$ cat src/rtl/ex_arith_unit_pkg.sv
// ex_arith_unit_pkg: shared widths, R-type function codes and divider state encoding
package ex_arith_unit_pkg;

    localparam int DATA        = 32;
    localparam int DOUBLE_DATA = 64;
    localparam int FUNCT       = 6;

    localparam logic [FUNCT-1:0] FUNCT_MFHI = 6'h10;
    localparam logic [FUNCT-1:0] FUNCT_MTHI = 6'h11;
    localparam logic [FUNCT-1:0] FUNCT_MFLO = 6'h12;
    localparam logic [FUNCT-1:0] FUNCT_MTLO = 6'h13;
    localparam logic [FUNCT-1:0] FUNCT_MULT = 6'h18;
    localparam logic [FUNCT-1:0] FUNCT_DIV  = 6'h1A;
    localparam logic [FUNCT-1:0] FUNCT_DIVU = 6'h1B;
    localparam logic [FUNCT-1:0] FUNCT_ADD  = 6'h20;
    localparam logic [FUNCT-1:0] FUNCT_ADDU = 6'h21;
    localparam logic [FUNCT-1:0] FUNCT_SUB  = 6'h22;
    localparam logic [FUNCT-1:0] FUNCT_SUBU = 6'h23;

    typedef enum logic [1:0] {
        DIV_IDLE = 2'd0,
        DIV_BUSY = 2'd1,
        DIV_DONE = 2'd2
    } div_state_e;

endpackage

$ cat src/rtl/ex_arith_unit_div_seq.sv
// ex_arith_unit_div_seq: 32-iteration restoring divider, signed or unsigned, result {remainder, quotient}
module ex_arith_unit_div_seq
    import ex_arith_unit_pkg::*;
(
    input  logic                   clk,
    input  logic                   rst,
    input  logic                   div_en,
    input  logic                   signed_en,
    input  logic [DATA-1:0]        dividend,
    input  logic [DATA-1:0]        divisor,
    output logic                   done,
    output logic [DOUBLE_DATA-1:0] result
);

    div_state_e      state_q, state_d;
    logic [4:0]      cnt_q, cnt_d;
    logic [DATA-1:0] op1_q, op1_d;
    logic [DATA-1:0] op2_q, op2_d;
    logic            sgn_q, sgn_d;
    logic [DATA-1:0] rem_q, rem_d;
    logic [DATA-1:0] quo_q, quo_d;

    logic [DATA-1:0] dvs_mag;
    logic [DATA:0]   partial;
    logic [DATA:0]   diff;
    logic [DATA-1:0] quo_out;
    logic [DATA-1:0] rem_out;

    // Magnitude datapath: one shift-subtract step on the latched operands
    always_comb begin
        dvs_mag = (sgn_q && op2_q[DATA-1]) ? -op2_q : op2_q;
        partial = {rem_q, quo_q[DATA-1]};
        diff    = partial - {1'b0, dvs_mag};
        quo_out = (sgn_q && (op1_q[DATA-1] ^ op2_q[DATA-1])) ? -quo_q : quo_q;
        rem_out = (sgn_q && op1_q[DATA-1]) ? -rem_q : rem_q;
        result  = (op2_q == '0) ? {op1_q, {DATA{1'b1}}} : {rem_out, quo_out};
        done    = (state_q == DIV_DONE);
    end

    // Next-state logic: latch on start, iterate while enabled, abort on flush, single-cycle done
    always_comb begin
        state_d = state_q;
        cnt_d   = cnt_q;
        op1_d   = op1_q;
        op2_d   = op2_q;
        sgn_d   = sgn_q;
        rem_d   = rem_q;
        quo_d   = quo_q;
        unique case (state_q)
            DIV_IDLE: begin
                if (div_en) begin
                    state_d = DIV_BUSY;
                    cnt_d   = '0;
                    op1_d   = dividend;
                    op2_d   = divisor;
                    sgn_d   = signed_en;
                    rem_d   = '0;
                    quo_d   = (signed_en && dividend[DATA-1]) ? -dividend : dividend;
                end
            end
            DIV_BUSY: begin
                if (!div_en) begin
                    state_d = DIV_IDLE;
                end else begin
                    rem_d   = diff[DATA] ? partial[DATA-1:0] : diff[DATA-1:0];
                    quo_d   = {quo_q[DATA-2:0], ~diff[DATA]};
                    cnt_d   = cnt_q + 5'd1;
                    state_d = (cnt_q == 5'd31) ? DIV_DONE : DIV_BUSY;
                end
            end
            DIV_DONE: state_d = DIV_IDLE;
            default:  state_d = DIV_IDLE;
        endcase
    end

    // Divider state registers with asynchronous clear
    always_ff @(posedge clk or negedge rst) begin
        if (!rst) begin
            state_q <= DIV_IDLE;
            cnt_q   <= '0;
            op1_q   <= '0;
            op2_q   <= '0;
            sgn_q   <= 1'b0;
            rem_q   <= '0;
            quo_q   <= '0;
        end else begin
            state_q <= state_d;
            cnt_q   <= cnt_d;
            op1_q   <= op1_d;
            op2_q   <= op2_d;
            sgn_q   <= sgn_d;
            rem_q   <= rem_d;
            quo_q   <= quo_d;
        end
    end

endmodule

$ cat src/rtl/ex_arith_unit.sv
// ex_arith_unit: execute-stage add/sub, sequential divide, HI/LO access and stall request
module ex_arith_unit
    import ex_arith_unit_pkg::*;
(
    input  logic                   clk,
    input  logic                   rst,
    input  logic [FUNCT-1:0]       funct,
    input  logic [DATA-1:0]        operand_1,
    input  logic [DATA-1:0]        operand_2,
    input  logic                   reg_write_en_in,
    input  logic [DATA-1:0]        hi_read_data,
    input  logic [DATA-1:0]        lo_read_data,
    input  logic                   mult_done,
    input  logic [DOUBLE_DATA-1:0] mult_result,
    output logic [DATA-1:0]        result,
    output logic                   reg_write_en_out,
    output logic                   overflow_flag,
    output logic [DATA-1:0]        hi_write_data,
    output logic [DATA-1:0]        lo_write_data,
    output logic                   hilo_write_en,
    output logic                   stall_request
);

    logic                   add_en;
    logic                   sub_op;
    logic                   trap_op;
    logic                   mul_en;
    logic                   div_en;
    logic                   signed_en;
    logic                   div_done;
    logic                   mult_div_done;
    logic [DATA-1:0]        addend;
    logic [DATA-1:0]        sum;
    logic [DATA-1:0]        hilo_result;
    logic [DOUBLE_DATA-1:0] div_result;

    // Function decode
    always_comb begin
        add_en    = (funct == FUNCT_ADD) || (funct == FUNCT_ADDU) ||
                    (funct == FUNCT_SUB) || (funct == FUNCT_SUBU);
        sub_op    = (funct == FUNCT_SUB) || (funct == FUNCT_SUBU);
        trap_op   = (funct == FUNCT_ADD) || (funct == FUNCT_SUB);
        mul_en    = (funct == FUNCT_MULT);
        div_en    = (funct == FUNCT_DIV) || (funct == FUNCT_DIVU);
        signed_en = (funct == FUNCT_DIV);
    end

    // Subtraction is op1 + ~op2 + 1; overflow compares op1 against the inverted operand
    always_comb begin
        addend           = sub_op ? ~operand_2 : operand_2;
        sum              = operand_1 + addend + {{(DATA-1){1'b0}}, sub_op};
        overflow_flag    = trap_op && (operand_1[DATA-1] == addend[DATA-1]) &&
                           (sum[DATA-1] != operand_1[DATA-1]);
        reg_write_en_out = reg_write_en_in & ~overflow_flag;
    end

    ex_arith_unit_div_seq u_div (
        .clk       (clk),
        .rst       (rst),
        .div_en    (div_en),
        .signed_en (signed_en),
        .dividend  (operand_1),
        .divisor   (operand_2),
        .done      (div_done),
        .result    (div_result)
    );

    // Completion and stall while a multiply or divide is outstanding
    always_comb begin
        mult_div_done = (mul_en & mult_done) | (div_en & div_done);
        stall_request = (mul_en | div_en) & ~mult_div_done;
    end

    // HI/LO write generator: mul/div commit wins over MTHI/MTLO
    always_comb begin
        hi_write_data = '0;
        lo_write_data = '0;
        hilo_write_en = 1'b0;
        if (mult_div_done) begin
            {hi_write_data, lo_write_data} = mul_en ? mult_result : div_result;
            hilo_write_en                  = 1'b1;
        end else if (funct == FUNCT_MTHI) begin
            hi_write_data = operand_1;
            lo_write_data = lo_read_data;
            hilo_write_en = 1'b1;
        end else if (funct == FUNCT_MTLO) begin
            hi_write_data = hi_read_data;
            lo_write_data = operand_1;
            hilo_write_en = 1'b1;
        end
    end

    // Result mux: adder for add/sub, HI/LO read for MFHI/MFLO, zero otherwise
    always_comb begin
        hilo_result = (funct == FUNCT_MFHI) ? hi_read_data :
                      (funct == FUNCT_MFLO) ? lo_read_data : '0;
        result      = add_en ? sum : hilo_result;
    end

endmodule

$ cat config.mk
export PLATFORM = sky130hd
export DESIGN_NAME = ex_arith_unit
export DESIGN_NICKNAME = d
export VERILOG_FILES = /design/src/rtl/ex_arith_unit_pkg.sv /design/src/rtl/ex_arith_unit_div_seq.sv /design/src/rtl/ex_arith_unit.sv
export SDC_FILE = /design/constraint.sdc
export NUM_CORES = 1
export LEC_CHECK = 0
export CORE_ASPECT_RATIO = 0.8
export CORE_MARGIN = 8
export CORE_UTILIZATION = 57
export DETAILED_ROUTE_END_ITERATION = 7
export PLACE_DENSITY = 0.92
export SLEW_MARGIN = 20
export SYNTH_ARGS = -nofsm -noshare
export SYNTH_HDL_FRONTEND = slang
export SYNTH_SLANG_ARGS = --single-unit
export TNS_END_PERCENT = 20
$ cat constraint.sdc
create_clock -name clk -period 10.2 [get_ports clk]
set_input_delay 2.04 -clock clk [delete_from_list [all_inputs] [get_ports clk]]
set_output_delay 2.04 -clock clk [all_outputs]
set_load 0.02 [all_outputs]
======== Word level (Yosys, flattened, before mapping) ========
Cells that the tools add are included.
Widths: inputs -> output; s select.
operators by class
  $add $sub $neg .......................... 8
  multipliers ............................. 0
  divide/modulo/power cells ............... 0
  $lt $le $gt $ge ......................... 0
  equal/unequal tests ..................... 18
  shift-type cells ........................ 0
  muxes and demuxes ....................... 33
  bitwise operators ....................... 11
  reduce and logical (&&, ||, !) cells .... 17
operator list
  kind                 count
  $mux 32              19
  $mux 64              2
  $neg 32->32          4
  $pmux 32 s2          2
  $eq 6x5->1 const B   7
  $sub 33x32->33       1
  $add 32x1->32        1
  $add 32x32->32       1
  $logic_not 32->1     1
  $not 32->32          1
  $eq 6x6->1 const B   4
  $mux 5               2
  $pmux 5 s2           1
  $logic_and 1x1->1    6
  $logic_or 1x1->1     6
  $mux 2               3
  $add 5x1->5 const B  1
  $eq 5x5->1 const B   1
  $and 1x1->1          4
  $ne 2x2->1 const B   2
  $pmux 2 s2           1
  $mux 1               3
  $not 1->1            3
  $reduce_and 3->1     1
  other kinds (9)      10
storage, ports and cells
  register bits ........................... 136
  bits in latches ......................... 0
  RAM bits ................................ 0
  ROM bits ................................ 0
  output and inout port bits .............. 100
  word-level logic and storage cells ...... 94
  memories kept ........................... 0

======== Longest topological paths before layout ========
  word-level depth ........................ 9
  gate-level depth with buffers ........... 21

======== Hierarchy ========
From an unflattened synthesis, not the netlist that was laid out.
unflattened totals
  cell total of the unflattened synthesis .. 1906
  area total of the unflattened synthesis .. 15125.8 um^2
modules (own cells, without submodules)
  module                 times used  cells each  area each (um^2)
  ex_arith_unit_div_seq  1           1279        10576.4
  ex_arith_unit          1           627         4549.4

======== Worst setup path after synthesis ========
Ideal clock, no wire load.
  path type ............................... input-to-output
  start point ............................. input funct[2]
  end point ............................... output reg_write_en_out
  arrival time ............................ 5.654 ns
  path slack .............................. 2.506 ns
  stages .................................. 14
  path buffers ............................ 1
  cell sequence ........................... nor4b_1 > nand2_1 > buf_1 > xnor2_1 > ha_1 > a21oi_1 > inv_1 > or2_2 > o221a_2 > o2111ai_1 > a21oi_2 > a31oi_1 > mux2i_1 > nor2b_1
between the ends
  cells in the longest elaborated chain, start to end .. 9
RTL lines
  what                                  RTL line                                  source
  start: declaration                    ex_arith_unit.sv:7                        input logic [FUNCT-1:0] funct,
  $eq 6x6->1, on equally long branches  ex_arith_unit.sv:41, ex_arith_unit.sv:42
  $logic_or 1x1->1                      ex_arith_unit.sv:41                       sub_op = (funct == FUNCT_SUB) || (funct == FUNCT_SUBU);
  $mux 32                               ex_arith_unit.sv:50                       addend = sub_op ? ~operand_2 : operand_2;
  $add 32x32->32                        ex_arith_unit.sv:51                       sum = operand_1 + addend + {{(DATA-1){1'b0}}, sub_op};
  $add 32x1->32                         ex_arith_unit.sv:51
  $ne 1x1->1                            ex_arith_unit.sv:53                       (sum[DATA-1] != operand_1[DATA-1]);
  $logic_and 1x1->1 (*)                 ex_arith_unit.sv:52                       overflow_flag = trap_op && (operand_1[DATA-1] == addend[DATA-1]) &&
  net overflow_flag                     ex_arith_unit.sv:17                       output logic overflow_flag,
  $not 1->1 (*)                         ex_arith_unit.sv:54                       reg_write_en_out = reg_write_en_in & ~overflow_flag;
  $and 1x1->1 (*)                       ex_arith_unit.sv:54
  end: declaration                      ex_arith_unit.sv:16                       output logic reg_write_en_out,
Mark *: on every way through the listed nets, which the timed path passes. The rest lies on a longest branch.

======== Worst setup path after layout ========
  start point ............................. input funct[2]
  end point ............................... output result[30]
between the ends
  cells in the longest elaborated chain, start to end .. 6
RTL lines
  what              RTL line                                  source
  $eq 6x6->1        ex_arith_unit.sv:40, ex_arith_unit.sv:41
  $logic_or 1x1->1  ex_arith_unit.sv:41
  $mux 32           ex_arith_unit.sv:50
  $add 32x32->32    ex_arith_unit.sv:51
  $add 32x1->32     ex_arith_unit.sv:51
  $mux 32 (*)       ex_arith_unit.sv:97                       result = add_en ? sum : hilo_result;
  end: declaration  ex_arith_unit.sv:15                       output logic [DATA-1:0] result,
Mark *: on every way between the ends. The rest lies on a longest branch, timed or not.

==> reports/results.ini <==
[sta]
layout_min_cycle_time_ps=9050
worst_pin_slew_ps=1090
relSlewSlack_pct=27.2
clock_skew_ps=12.3
hold_violations=0
maxSlewViolCount=0
fin_ws_ps=1150
finalSetupTns_ps=0
timing.hold.ws_ps=485
setup_viol=0
fmaxAchievable_mhz=111
fin_crit_sh_pct=88.7
grt_setup_unrepaired=no

[clock_network]
h-tree-depth=4
cts_buffers=17
cts_tree=built
clockBufferDepth=2
root_buffer=clkbuf_16
holdBufCountCts=0
clk_pin_slew_ps=60
cts_setup_buffers=0
ctsResizeCount=0
clk_latency_ps=430
cts_sinks=136

[yosys]
synthCells=1786
yosys_register_bits=136
ys.flop_type=dfrtp_1
synth_enable_flop_cells=0
ys_types=75
synth_fp_nets=2058
yosys_warnings=0
synth_seq_area_share_pct=23.6
synthesis.area_um2=14400
avgSynthCellArea_um2=8.06
synth_area_leaders=dfrtp_1 (24%), xnor2_1 (8.3%), mux2i_1 (7.4%)
async_reset_ff_share_pct=100
synth_top_area_share_pct=23.6
synth_top_cell_by_area=dfrtp_1

[setup_path]
rr_worst_depth=17
required_ps=8160
cp-end-kind=output pin
cp.arrival_ps=7010
crit_fanout=12
path_class=in2out
reg2reg_from=u_div.op2_q[3]
cp-start-kind=input port
rrSetupSlack_ps=4400
rr_endpoint=u_div.rem_q[12]

[min_path]
hold_path_end=u_div.quo_q[31]
min_path_cells=2
min-delay-start=u_div.quo_q[31]
hold_class=reg2reg

[die]
die_height_um=158
num_rows=52
die_w_um=194
boundaryPins=302
initial_utilization_pct=57.5
core_um2=25000
die-area_um2=30600

[global_route]
grt_max_degree=108
grt_most_used_layer=met2
met1_usage_pct=46.1
grt_use_met3_pct=8.29
grt_pass1_vias=15612
met2_usage_pct=58.1
track_usage_pct=36.2
antenna_found_initial=2
overflow=0
grt_first_pass_wirelength_um=88100

[place]
place_inst=2311
hpwlAfterDp_um=43300
numPortBuffers=301
pre_cts_ws_ps=1240
routabilityCongestion=0.961
placed_area_um2=17500

[layout]
final_common_cell=clkdlybuf4s50_1
syn_to_final_growth_pct=25.9
nFillCells=1918
layout.nets=2278
mostFrequentLayoutCells=clkdlybuf4s50_1 (299), nand2_1 (173), o21ai_0 (151), xnor2_1 (137), dfrtp_1 (136)
antenna_cells=0
drive_gt1_share_pct=7.19
design_area_um2=18100
final_cells=2342

[power]
ir_drop_mv=0.108
power.density_nw_per_um2=128
intPower_uw=1430
p_seq_share_pct=31.8
leakage_uw=0.00748
p_sw_share_pct=38.3
switchingPower_uw=890
power_frac_comb_pct=41.3
power.share.clock_pct=26.9

[routing]
drtAntennaViolNets=0
wl_per_cell_um=24.3
dr_total_vias=15905
wirelength_um=57000
drt_iter0_markers=1935
dr.pass1.iters=6
drc=0
vias_per_cell=6.79

[status]
outcome=finished clean

[job]
maxCapViolations=0

## routing by layer
| metal | vias up | share of wire, % | routed length (um) |
|---|---|---|---|
| met5 | - | 0.044 | 25 |
| met4 | 4 | 4.7 | 2660 |
| met3 | 186 | 11 | 6110 |
| met2 | 1050 | 44 | 25200 |
| met1 | 7555 | 40 | 23000 |
| li1 | 7110 | - | - |
## state kept, by name, summed over array words and instances (netlist names)
signal         flops
u_div.op2_q       32
u_div.quo_q       32
u_div.op1_q       32
u_div.rem_q       32
u_div.cnt_q        5
u_div.state_q      2
u_div.sgn_q        1
## power by group through the flow
| stage | Clock [uW] | Sequential [uW] | Combinational (uW) |
|---|---|---|---|
| 6_report | 626 | 738 | 960 |
| 5_1_grt | 651 | 750 | 1040 |
| 4_1_cts | 627 | 732 | 942 |
| 3_5_place_dp | 0 | 740 | 936 |
| 3_3_place_gp | 0 | 734 | 911 |
| 2_1_floorplan | 0 | 705 | 657 |
## cells by family after synthesis
group / count (synthesis) / share of synthesized area [%]
AOI/OAI and AO/OA: 576 / 25.2
and+or+nand+nor: 471 / 15.8
xor gates and xnor gates: 210 / 12.8
muxes: 168 / 12.2
buffers and inverters: 155 / 4.19
DFF: 136 / 23.6
adders and majority gates: 70 / 6.19
## layout make-up
cell class	count	area [um^2]	area share (%)
flip-flops and latches	136	3400	18.8
clock buffers	21	460	2.54
well taps	324	405	2.24
multi-input cells	1495	10400	57.6
inverters	33	124	0.683
clock inverters	10	120	0.663
repair buffers	323	3180	17.5
## stage by stage
| step | utilization [%] | power, uW |
|---|---|---|
| after floorplan | - | 1360 |
| after global placement | 70.0 | 1640 |
| after detailed placement | 70.1 | 1680 |
| after CTS | 72.4 | 2300 |
| after global routing | 72.4 | 2450 |
| final | 72.4 | 2320 |
## cell usage after synthesis, types with 8 or more instances
cell type,instances
inv_1,32
o21ai_0,151
a21o_1,26
nand3_1,52
a31oi_1,24
o221ai_1,20
buf_1,15
and2_1,10
o311ai_0,17
a211oi_1,8
nor4_1,14
xor2_1,72
nand2b_1,15
mux2_2,61
o21a_1,9
ha_1,68
buf_2,8
nor2b_1,13
a32oi_1,12
nor2_1,85
nand2_1,175
xnor2_1,137
o31ai_1,23
o22ai_1,102
clkbuf_1,97
nor3_1,40
mux2i_1,107
dfrtp_1,136
and3_1,14
o41ai_1,10
a21oi_1,119
or4_1,14
## worst max-delay path by stage
| stage | end | start | cells after the start | slack (ps) |
|---|---|---|---|---|
| after detailed placement | result[30] | funct[2] | 16 | 1240 |
| after global placement | result[24] | funct[2] | 16 | 1250 |
| after global routing | result[24] | funct[2] | 16 | 690 |
| after floorplan | reg_write_en_out | funct[2] | 14 | 2510 |
| after CTS | result[30] | funct[2] | 16 | 1200 |
| final | result[30] | funct[2] | 16 | 1150 |
## worst max-delay path, stage by stage
cell and delay [ps]:
clkdlybuf4s50_1 480, nor4b_1 330, buf_4 230, nand2_2 250, xnor2_1 270, fa_1 480, a21oi_1 190, o21ai_0 140
o21ba_2 270, a311o_1 450, a41oi_1 570, o211ai_1 200, a31oi_1 240, xor2_1 90, o22ai_1 130, clkdlybuf4s50_1 640
Note: power is estimated with default switching activity, not from simulation.
